## src/rtl/cpu_types_pkg.sv

```systemverilog
// rtl/cpu_types_pkg.sv - shared CPU datapath types: word, pipe-latch state, MEM-stage FSM state
package cpu_types_pkg;

    localparam int WORD_W = 32;

    typedef logic [WORD_W-1:0] word_t;

    // Pipeline latch control
    typedef enum logic {
        PIPE_ENABLE,
        PIPE_NOP
    } pipe_state_t;

    // Memory-stage access controller
    typedef enum logic [1:0] {
        MS_IDLE,
        MS_WAIT,
        MS_HOLD
    } memstate_t;

endpackage

```

## src/rtl/llsc_link_reg.sv

```systemverilog
// rtl/llsc_link_reg.sv - LL/SC link register and store-conditional match logic
//
// Ports:
//   CLK, nRST      clock, asynchronous active-low reset
//   sc_mem         MEM-stage instruction is a store-conditional
//   addr_mem       effective address of the MEM-stage access
//   ll_done        a load-linked completes this cycle
//   st_done        any store (SW or SC) completes this cycle
//   sc_done        a store-conditional completes this cycle
//   sc_fail        SC in MEM does not match a valid link
module llsc_link_reg
    import cpu_types_pkg::*;
(
    input  logic  CLK,
    input  logic  nRST,
    input  logic  sc_mem,
    input  word_t addr_mem,
    input  logic  ll_done,
    input  logic  st_done,
    input  logic  sc_done,
    output logic  sc_fail
);

    logic        link_valid;
    logic [29:0] link_addr;
    logic        link_match;
    logic        unused_byte_bits;

    // Links are word-granular; byte offset does not take part in the match.
    assign unused_byte_bits = ^addr_mem[1:0];

    assign link_match = link_valid & (link_addr == addr_mem[31:2]);
    assign sc_fail    = sc_mem & ~link_match;

    always_ff @(posedge CLK or negedge nRST) begin
        if (!nRST) begin
            link_valid <= 1'b0;
            link_addr  <= '0;
        end else if (ll_done) begin
            link_valid <= 1'b1;
            link_addr  <= addr_mem[31:2];
        end else if (sc_done || (st_done && link_match)) begin
            // Any completed SC consumes the link; a plain store kills it only
            // when it hits the linked word.
            link_valid <= 1'b0;
        end
    end

endmodule

```

## src/rtl/pipeline_memory_stage.sv

```systemverilog
// rtl/pipeline_memory_stage.sv - MEM-stage cache access controller with stall and load-data hold
//
// Optional feature macro: LLSC_EN (builds the LL/SC link register).
//
// Ports:
//   CLK, nRST                      clock, asynchronous active-low reset
//   valid_mem                      MEM stage holds a real instruction
//   MemRead_mem, MemWrite_mem      load / store controls (include LL / SC)
//   ll_mem, sc_mem                 load-linked / store-conditional
//   addr_mem, store_mem            address and store data from EX/MEM
//   advance                        MEM/WB latch enabled this cycle
//   dhit, dload                    cache completion and read data
//   dREN, dWEN, daddr, dstore      cache request
//   mem_busy                       stall request to the hazard unit
//   dmemload_mem                   load data (or SC result) toward MEM/WB
//   stall_cycles                   saturating count of mem_busy cycles
module pipeline_memory_stage
    import cpu_types_pkg::*;
(
    input  logic  CLK,
    input  logic  nRST,
    input  logic  valid_mem,
    input  logic  MemRead_mem,
    input  logic  MemWrite_mem,
    input  logic  ll_mem,
    input  logic  sc_mem,
    input  word_t addr_mem,
    input  word_t store_mem,
    input  logic  advance,
    input  logic  dhit,
    input  word_t dload,
    output logic  dREN,
    output logic  dWEN,
    output word_t daddr,
    output word_t dstore,
    output logic  mem_busy,
    output word_t dmemload_mem,
    output word_t stall_cycles
);

    memstate_t state, next_state;
    word_t     hold_reg;
    word_t     result;
    logic      sc_fail;
    logic      memop;
    logic      req_live;
    logic      complete;

    assign memop    = valid_mem & (MemRead_mem | MemWrite_mem) & ~sc_fail;
    // In MS_HOLD the access already completed; never reissue it.
    assign req_live = (state != MS_HOLD) & memop;
    assign complete = req_live & dhit;

`ifdef LLSC_EN
    llsc_link_reg u_link (
        .CLK      (CLK),
        .nRST     (nRST),
        .sc_mem   (sc_mem),
        .addr_mem (addr_mem),
        .ll_done  (complete & MemRead_mem & ll_mem),
        .st_done  (complete & MemWrite_mem),
        .sc_done  (complete & sc_mem),
        .sc_fail  (sc_fail)
    );

    // A failing SC issues no request (memop=0), so it reports 0 at once.
    assign result = sc_mem ? {{(WORD_W-1){1'b0}}, ~sc_fail} : dload;
`else
    logic unused_llsc;
    assign unused_llsc = ll_mem ^ sc_mem;
    assign sc_fail     = 1'b0;
    assign result      = dload;
`endif

    always_ff @(posedge CLK or negedge nRST) begin
        if (!nRST) begin
            state <= MS_IDLE;
        end else begin
            state <= next_state;
        end
    end

    always_comb begin
        next_state = state;
        case (state)
            MS_IDLE, MS_WAIT: begin
                if (!memop) begin
                    next_state = MS_IDLE;
                end else if (!dhit) begin
                    next_state = MS_WAIT;
                end else if (!advance) begin
                    next_state = MS_HOLD;
                end else begin
                    next_state = MS_IDLE;
                end
            end
            MS_HOLD: begin
                if (advance) begin
                    next_state = MS_IDLE;
                end
            end
            default: next_state = MS_IDLE;
        endcase
    end

    // Requests and the stall are gated by nRST so they drop the moment reset
    // asserts, not at the next state update.
    assign dREN     = nRST & req_live & MemRead_mem;
    assign dWEN     = nRST & req_live & MemWrite_mem;
    assign mem_busy = nRST & req_live & ~dhit;
    assign daddr    = addr_mem;
    assign dstore   = store_mem;

    assign dmemload_mem = (state == MS_HOLD) ? hold_reg : result;

    // Captures the completed result when MEM/WB cannot take it this edge.
    always_ff @(posedge CLK or negedge nRST) begin
        if (!nRST) begin
            hold_reg <= '0;
        end else if (complete && !advance) begin
            hold_reg <= result;
        end
    end

    always_ff @(posedge CLK or negedge nRST) begin
        if (!nRST) begin
            stall_cycles <= '0;
        end else if (mem_busy && (stall_cycles != '1)) begin
            stall_cycles <= stall_cycles + 1'b1;
        end
    end

endmodule
```

## config.mk

```make
export PLATFORM = sky130hd
export DESIGN_NAME = pipeline_memory_stage
export DESIGN_NICKNAME = d
export VERILOG_FILES = /design/src/rtl/cpu_types_pkg.sv /design/src/rtl/llsc_link_reg.sv /design/src/rtl/pipeline_memory_stage.sv
export SDC_FILE = /design/constraint.sdc
export NUM_CORES = 1
export LEC_CHECK = 0
export BUFFER_PORTS_ARGS = -buffer_cell sky130_fd_sc_hd__clkbuf_2
export CAP_MARGIN = 40
export CORE_ASPECT_RATIO = 1.1
export CORE_MARGIN = 2
export CORE_UTILIZATION = 47
export CTS_CLUSTER_SIZE = 24
export DETAILED_ROUTE_END_ITERATION = 8
export HOLD_SLACK_MARGIN = 0.03
export PLACE_DENSITY = 0.87
export SETUP_SLACK_MARGIN = 0.1
export SLEW_MARGIN = 30
export SYNTH_ARGS = -nofsm -noshare
export SYNTH_HDL_FRONTEND = slang
export SYNTH_HIERARCHICAL = 1
export SYNTH_SLANG_ARGS = --single-unit
```

## constraint.sdc

```tcl
create_clock -name CLK -period 4.15 [get_ports CLK]
set_input_delay 0.6225 -clock CLK [delete_from_list [all_inputs] [get_ports CLK]]
set_output_delay 0.6225 -clock CLK [all_outputs]
set_load 0.02 [all_outputs]
```

==> qor.csv, run 1 <==
metric,value,unit
Critical Path End Type,output port,
Netlist Area Pre-Place,3840,um^2
DRT met1 WL,3.00,mm
Hold WC Path Type,primary input to async pin,
Iter 0 DRT Violations,38,
Area Growth Syn to Fin,9.38,%
"Cell Area, Placed",4010,um^2
die area,8910,um^2
initial antenna violation count,1,
vias in the first global route,2656,
num rows,34,
clk root buf,clkbuf_8,
mux cell area share after synthesis,19.4,%
slew margin rel.,48.6,%
DRC viols,0,
initial core utilization,48.5,%
GRT overflow,0,
Vias/cell,5.23,
fill count,688,
Max Slew Vio Count,0,
period utilization,63.5,%
xor/xnor share of the synthesized area,6.16,%
WP data required,3.53,ns
post-CTS setup buffers,0,
Async SR Flop Fraction,100,%
Leak,1.95,nW
DP HPWL,5.76,mm
outcome,completed,
Adder-Cell Fraction of Synth Area,0.326,%
complex-gate fraction of the synthesized area,2.25,%
CTS tree,yes,
final WL,7.68,mm
largest net degree at the start of global routing,69,
post-synth top area cell,dfrtp_1,
share of the synthesized area in the top cell type,43.0,%
sequential share of the synthesized area,43.0,%
Cell Pwr Density,378,nW/um^2
largest family of logic cells by synthesized area,multiplexers,
Placeable Area,7910,um^2
RSZ-0062 raised after global routing,false,
Syn Inst Count,330,
CTS Buf Count,9,
H-tree depth,3,
global-route wire length before repair,12.9,mm
first drt pass iteration count,4,
met3 WL post-DR,793,um
worst-path fanout max,20,
CP Launch Type,flop,
synthesized area per cell,11.6,um^2
# hold bufs at CTS,0,
share of layout cells above drive strength 1,55.8,%
DRT antenna net count,0,
number of synthesized register bits,66,
kind of critical path,flop to output port,
nets,483,
Die Y,98.8,um
"Net Count, Synth",436,
worst-skew pair later-pin latency,0.34,ns
minimum clock period,2.64,ns
Clock Skew,0.0120,ns
clock-pin slew on the worst setup and hold paths,0.08,ns
wire length per cell,15.6,um
Buffers on Ports,105,
CTS Buffer Depth,2,
Final Cell Area,4200,um^2
DR vias,2566,
I/O Pins,236,
Clock Sink Count,66,
GRT Util Overall,17.9,%
met2 WL post-DR,3.71,mm
Yosys warning total,6,
Main synth FF type,dfrtp_1,
Post-Synth Simple-Gate Area,14.0,%
CTS resizes,0,
Least-Margin Pin Slew,0.763,ns
final core utilization,53.1,%
Synth area leaders,"dfrtp_1 (43%), mux2_2 (19%), buf_4 (13%), xnor2_1 (3.6%), xor2_1 (2.5%)",
Setup-failing EPs final,0,
Final Hold Fails,0,
setup TNS,0,ns
Die Wd,90.2,um
crit path DAT,2.01,ns
VDD IR max,0.180,mV
gpl congestion,0.815,
Highest Signal Layer,met4,
number of enable flip-flop cells after synthesis,0,
Max-Cap Viols,0,
Unique masters post-synth,39,
fmax,0.379,GHz
==> worst max-delay path: stages (launching register included) <==
cell      delay (ns)
dfrtp_1         0.37
nor2b_4         0.54
buf_8           0.25
mux2_2          0.36
clkbuf_2        0.16
==> cell usage in the layout (no fill, tap or decap), types with 7 or more instances in the layout <==
cell      netlist  routed
xor2_1         11      11
clkbuf_2        0     104
nand3_1        12      12
nand4_1        11      11
dfrtp_1        66      66
nor3_2          7       7
mux2_2         66      66
xnor2_1        16      16
nor2_1         14      14
inv_1           8       8
clkbuf_8        0      10
==> Yosys cell counts, drive strengths merged (2+ instances only) <==
cell type / count
mux2: 66
a31oi: 2
clkbuf: 3
nor3b: 2
nor3: 12
a21oi: 2
nand4: 11
buf: 70
nand2: 6
dfrtp: 66
and3: 4
nor2: 14
xor2: 11
nor4: 6
xnor2: 16
and2: 4
inv: 8
nand3: 13
or3: 2
==> cell families (layout without fill, tap and decap cells) <==
group                    count (synthesis)  count (layout)
buffers and inverters                   82             134
AND/OR/NAND/NOR                         80              80
multiplexers                            66              66
flip-flops                              66              66
XOR/XNOR                                27              27
AO/OA/AOI/OAI                            8               8
adder cells (fa/ha/maj)                  1               1
other                                    0               1
==> metal layers <==
layer	vias up	track usage [%]
met1	1218	20.5
met5	-	0
li1	1179	-
met2	140	29.4
met3	29	8.33
met4	0	6.86
==> power breakdown <==
| part | switching, mW | total (mW) | internal (mW) |
|---|---|---|---|
| clock network | 0.240 | 0.470 | 0.230 |
| registers | 0.0605 | 0.799 | 0.739 |
| logic | 0.161 | 0.319 | 0.157 |
| total | 0.462 | 1.59 | 1.13 |
==> final timing paths <==
kind | start | cells after the start | slack [ns] | to
min in group CLK | state[1]$_DFFE_PN0P_ | 1 | 0.47 | state[0]$_DFFE_PN0P_
min | nRST | 2 | 0.29 | stall_cycles[8]$_DFFE_PN0P_
max | state[1]$_DFFE_PN0P_ | 4 | 1.51 | dmemload_mem[31]
max in group asynchronous | nRST | 3 | 3.33 | hold_reg[30]$_DFFE_PN0P_
max reg2reg | stall_cycles[0]$_DFFE_PN0P_ | 6 | 2.05 | stall_cycles[21]$_DFFE_PN0P_
min reg2reg | state[1]$_DFFE_PN0P_ | 1 | 0.47 | state[0]$_DFFE_PN0P_
==> final cells by class <==
type	count	area, um^2	area share, %
diodes	1	2.50	0.0596
clock buffers	11	141	3.37
clock inverters	5	30.0	0.715
inverters	9	38.8	0.923
multi-input cells	182	1630	38.7
flip-flops and latches	66	1650	39.3
well taps	108	135	3.22
repair buffers	109	576	13.7
==> through the flow <==
step,worst slack [ns],hold WS (ns),power (mW),std cells
2_1_floorplan,2.04,0.327,1.11,330
3_3_place_gp,1.61,0.448,1.11,472
3_5_place_dp,1.58,0.458,1.13,473
4_1_cts,1.50,0.470,1.61,489
5_1_grt,1.38,0.300,1.68,490
6_report,1.51,0.294,1.59,491
Power figures use the tool's default switching activity.
==> run 2: changes to the inputs <==
--- a/config.mk
+++ b/config.mk
@@ -9,11 +9,11 @@
 export CAP_MARGIN = 40
 export CORE_ASPECT_RATIO = 1.1
 export CORE_MARGIN = 2
-export CORE_UTILIZATION = 47
+export CORE_UTILIZATION = 39
 export CTS_CLUSTER_SIZE = 24
 export DETAILED_ROUTE_END_ITERATION = 8
 export HOLD_SLACK_MARGIN = 0.03
-export PLACE_DENSITY = 0.87
+export PLACE_DENSITY = 0.77
 export SETUP_SLACK_MARGIN = 0.1
 export SLEW_MARGIN = 30
 export SYNTH_ARGS = -nofsm -noshare
==> constraint.sdc (replaced) <==
create_clock -name CLK -period 2.38 [get_ports CLK]
set_input_delay 0.357 -clock CLK [delete_from_list [all_inputs] [get_ports CLK]]
set_output_delay 0.357 -clock CLK [all_outputs]
set_load 0.02 [all_outputs]
==> run 2 against run 1 <==
  * Hold slack lost 0.24 ns
  * Highest routed layer unchanged
  * Sequential share of layout area is 0.92 points lower
  * Clock power grew 130%
  * Non-clock buffer count grew 4
  * Clock-buffer cell count unchanged
  * Critical path depth unchanged
  * Register-to-register slack worse by 1.8 ns
  * Global-route usage fell by 3.0 points
  * First-iteration DRC count rose by 5.3%
  * Wire length is 4.2% higher
  * Via count grew 1.2%
  * Critical endpoint is now dmemload_mem[0]
==> qor.csv, run 2 (synthesized netlist as in run 1, its figures left out) <==
metric,value,unit,change
Clock Sink Count,66,,unchanged
Placeable Area,9490,um^2,was 7910 um^2
share of layout cells above drive strength 1,56.5,%,was 55.8%
Final Hold Fails,0,,unchanged
Reg power frac,45.9,%,was 50.3%
final WL,8.00,mm,was 7.68 mm
num rows,37,,was 34
fmax,0.476,GHz,
Max Slew Vio Count,0,,unchanged
antenna cells,0,,was 1
DR vias,2597,,was 2566
gpl congestion,0.783,,was 0.815
"reg-to-reg slack, setup",0.29,ns,was 2.05 ns
Vias/cell,5.16,,was 5.23
CP Launch Type,flop,,unchanged
Cell Pwr Density,706,nW/um^2,was 378 nW/um^2
CTS Buffer Depth,2,,unchanged
Net Sw Frac,27.1,%,was 29.1%
slew margin rel.,72.2,%,was 48.6%
Critical Path End Type,output port,,unchanged
GRT overflow,0,,unchanged
initial antenna violation count,0,,was 1
met2 WL post-DR,4.06,mm,was 3.71 mm
worst-skew pair later-pin latency,0.34,ns,about the same
Setup-failing EPs final,0,,unchanged
Die Y,108,um,was 98.8 um
met3 WL post-DR,815,um,was 793 um
VDD IR max,0.285,mV,was 0.180 mV
clk root buf,clkbuf_8,,unchanged
Max-Cap Viols,0,,unchanged
Least-Margin Pin Slew,0.414,ns,was 0.763 ns
Clock Skew,0.0117,ns,was 0.0120 ns
outcome,completed,,unchanged
nets,487,,was 483
largest net degree at the start of global routing,37,,was 69
die area,10700,um^2,was 8910 um^2
"most common cell after layout, fill and taps aside",clkbuf_2,,unchanged
R2R cell count,6,,unchanged
setup TNS,0,ns,unchanged
final worst slack,0.279,ns,was 1.51 ns
wire length per cell,15.9,um,was 15.6 um
post-CTS setup buffers,0,,unchanged
worst-path fanout max,35,,was 20
CTS tree,yes,,unchanged
first drt pass iteration count,4,,unchanged
Hold WC Path Type,primary input to async pin,,unchanged
DRT antenna net count,0,,unchanged
kind of critical path,flop to output port,,unchanged
Clock Power Share,35.8,%,was 29.6%
RSZ-0062 raised after global routing,false,,unchanged
global-route wire length before repair,12.6,mm,was 12.9 mm
crit-path cells,"nor2b_4, buf_6, mux2_2, clkbuf_2",,"was nor2b_4, buf_8, mux2_2, clkbuf_2"
DRT met1 WL,2.87,mm,was 3.00 mm
Logic pwr share,18.3,%,was 20.1%
dpl ws,0.308,ns,was 1.58 ns
slowest CP cell,mux2_2,,was nor2b_4
H-tree depth,3,,unchanged
most frequent cells in the layout,"clkbuf_2 (104), mux2_2 (66), dfrtp_1 (66)",,unchanged
Internal,2.22,mW,was 1.13 mW
Leak,2.00,nW,was 1.95 nW
DRC viols,0,,unchanged
Highest Signal Layer,met4,,unchanged
Buffers on Ports,105,,unchanged
Net Sw Power,822,uW,was 462 uW
crit path DAT,1.74,ns,was 2.01 ns
GRT Util Overall,14.9,%,was 17.9%
Area Growth Syn to Fin,12.0,%,was 9.38%
Die Wd,98.6,um,was 90.2 um
WP data required,2.02,ns,was 3.53 ns
DP HPWL,6.36,mm,was 5.76 mm
CTS Buf Count,9,,unchanged
Iter 0 DRT Violations,40,,was 38
clock-pin slew on the worst setup and hold paths,0.08,ns,about the same
vias in the first global route,2567,,was 2656
CP max stage delay,0.40,ns,was 0.54 ns
period utilization,88.3,%,
minimum clock period,2.10,ns,
initial core utilization,40.5,%,was 48.5%
I/O Pins,236,,unchanged
## run 2: changes by cell type in the layout (fill, tap and decap cells not counted), sizes merged
| cell | before | now |
|---|---|---|
| buf | 5 | 9 |
| inv | 8 | 9 |
| diode | 1 | 0 |
| clkinv | 4 | 2 |
| clkinvlp | 2 | 1 |
| bufinv | 0 | 2 |
## run 2: metrics by stage
stage                     area [um^2]  instances  util, %  total power [mW]  hold slack [ns]
after floorplan                  3840        330        -              1.93           0.0614
after global placement           4040        486     42.6              1.95            0.450
after detailed placement         4060        487     42.8              1.98            0.436
after CTS                        4300        503     45.3              3.09           0.0546
after global routing             4300        503     45.3              3.21           0.0664
final                            4300        503     45.3              3.04           0.0496
## run 2: cell type report
cell class,count,area [um^2]
Inverter,9,38.8
Timing Repair Buffer,113,602
Multi-Input combinational cell,182,1630
Tap cell,117,146
Clock buffer,11,151
Clock inverter,5,85.1
Sequential cell,66,1650
Fill cell,886,5190
## run 2: metal layers
metal | global-route usage [%] | vias up
met5 | 0 | -
met4 | 6.46 | 0
met3 | 7.05 | 27
met2 | 25.4 | 127
met1 | 15.8 | 1266
li1 | - | 1177
## run 2: worst max-delay path: cells and delay by family (launching register included)
kind                   cells  cell delay, ns
buffers and inverters      2            0.47
and+or+nand+nor            1            0.17
DFF                        1            0.37
muxes                      1            0.40
## run 2: repair_timing
item,in CTS,in global routing
setup endpoints to repair,0,15
hold buffers,0,0
hold endpoints to repair,0,0
gates resized for setup,0,1
## run 2: worst paths after layout
| kind | startpoint | endpoint |
|---|---|---|
| worst max-delay path | state[1]$_DFFE_PN0P_ | dmemload_mem[0] |
| worst min-delay path | nRST | hold_reg[20]$_DFFE_PN0P_ |
| worst max register to register | stall_cycles[0]$_DFFE_PN0P_ | stall_cycles[23]$_DFFE_PN0P_ |
| worst min register to register | state[1]$_DFFE_PN0P_ | state[0]$_DFFE_PN0P_ |
| max in group asynchronous | nRST | stall_cycles[5]$_DFFE_PN0P_ |
| min in group CLK | advance | state[1]$_DFFE_PN0P_ |
## run 2: power groups by stage
stage / sequential, mW / clock [mW] / combinational (mW)
3_5_place_dp: 1.42 / 0 / 0.565
4_1_cts: 1.40 / 1.12 / 0.566
2_1_floorplan: 1.43 / 0 / 0.502
5_1_grt: 1.42 / 1.19 / 0.603
3_3_place_gp: 1.40 / 0 / 0.545
6_report: 1.40 / 1.09 / 0.555
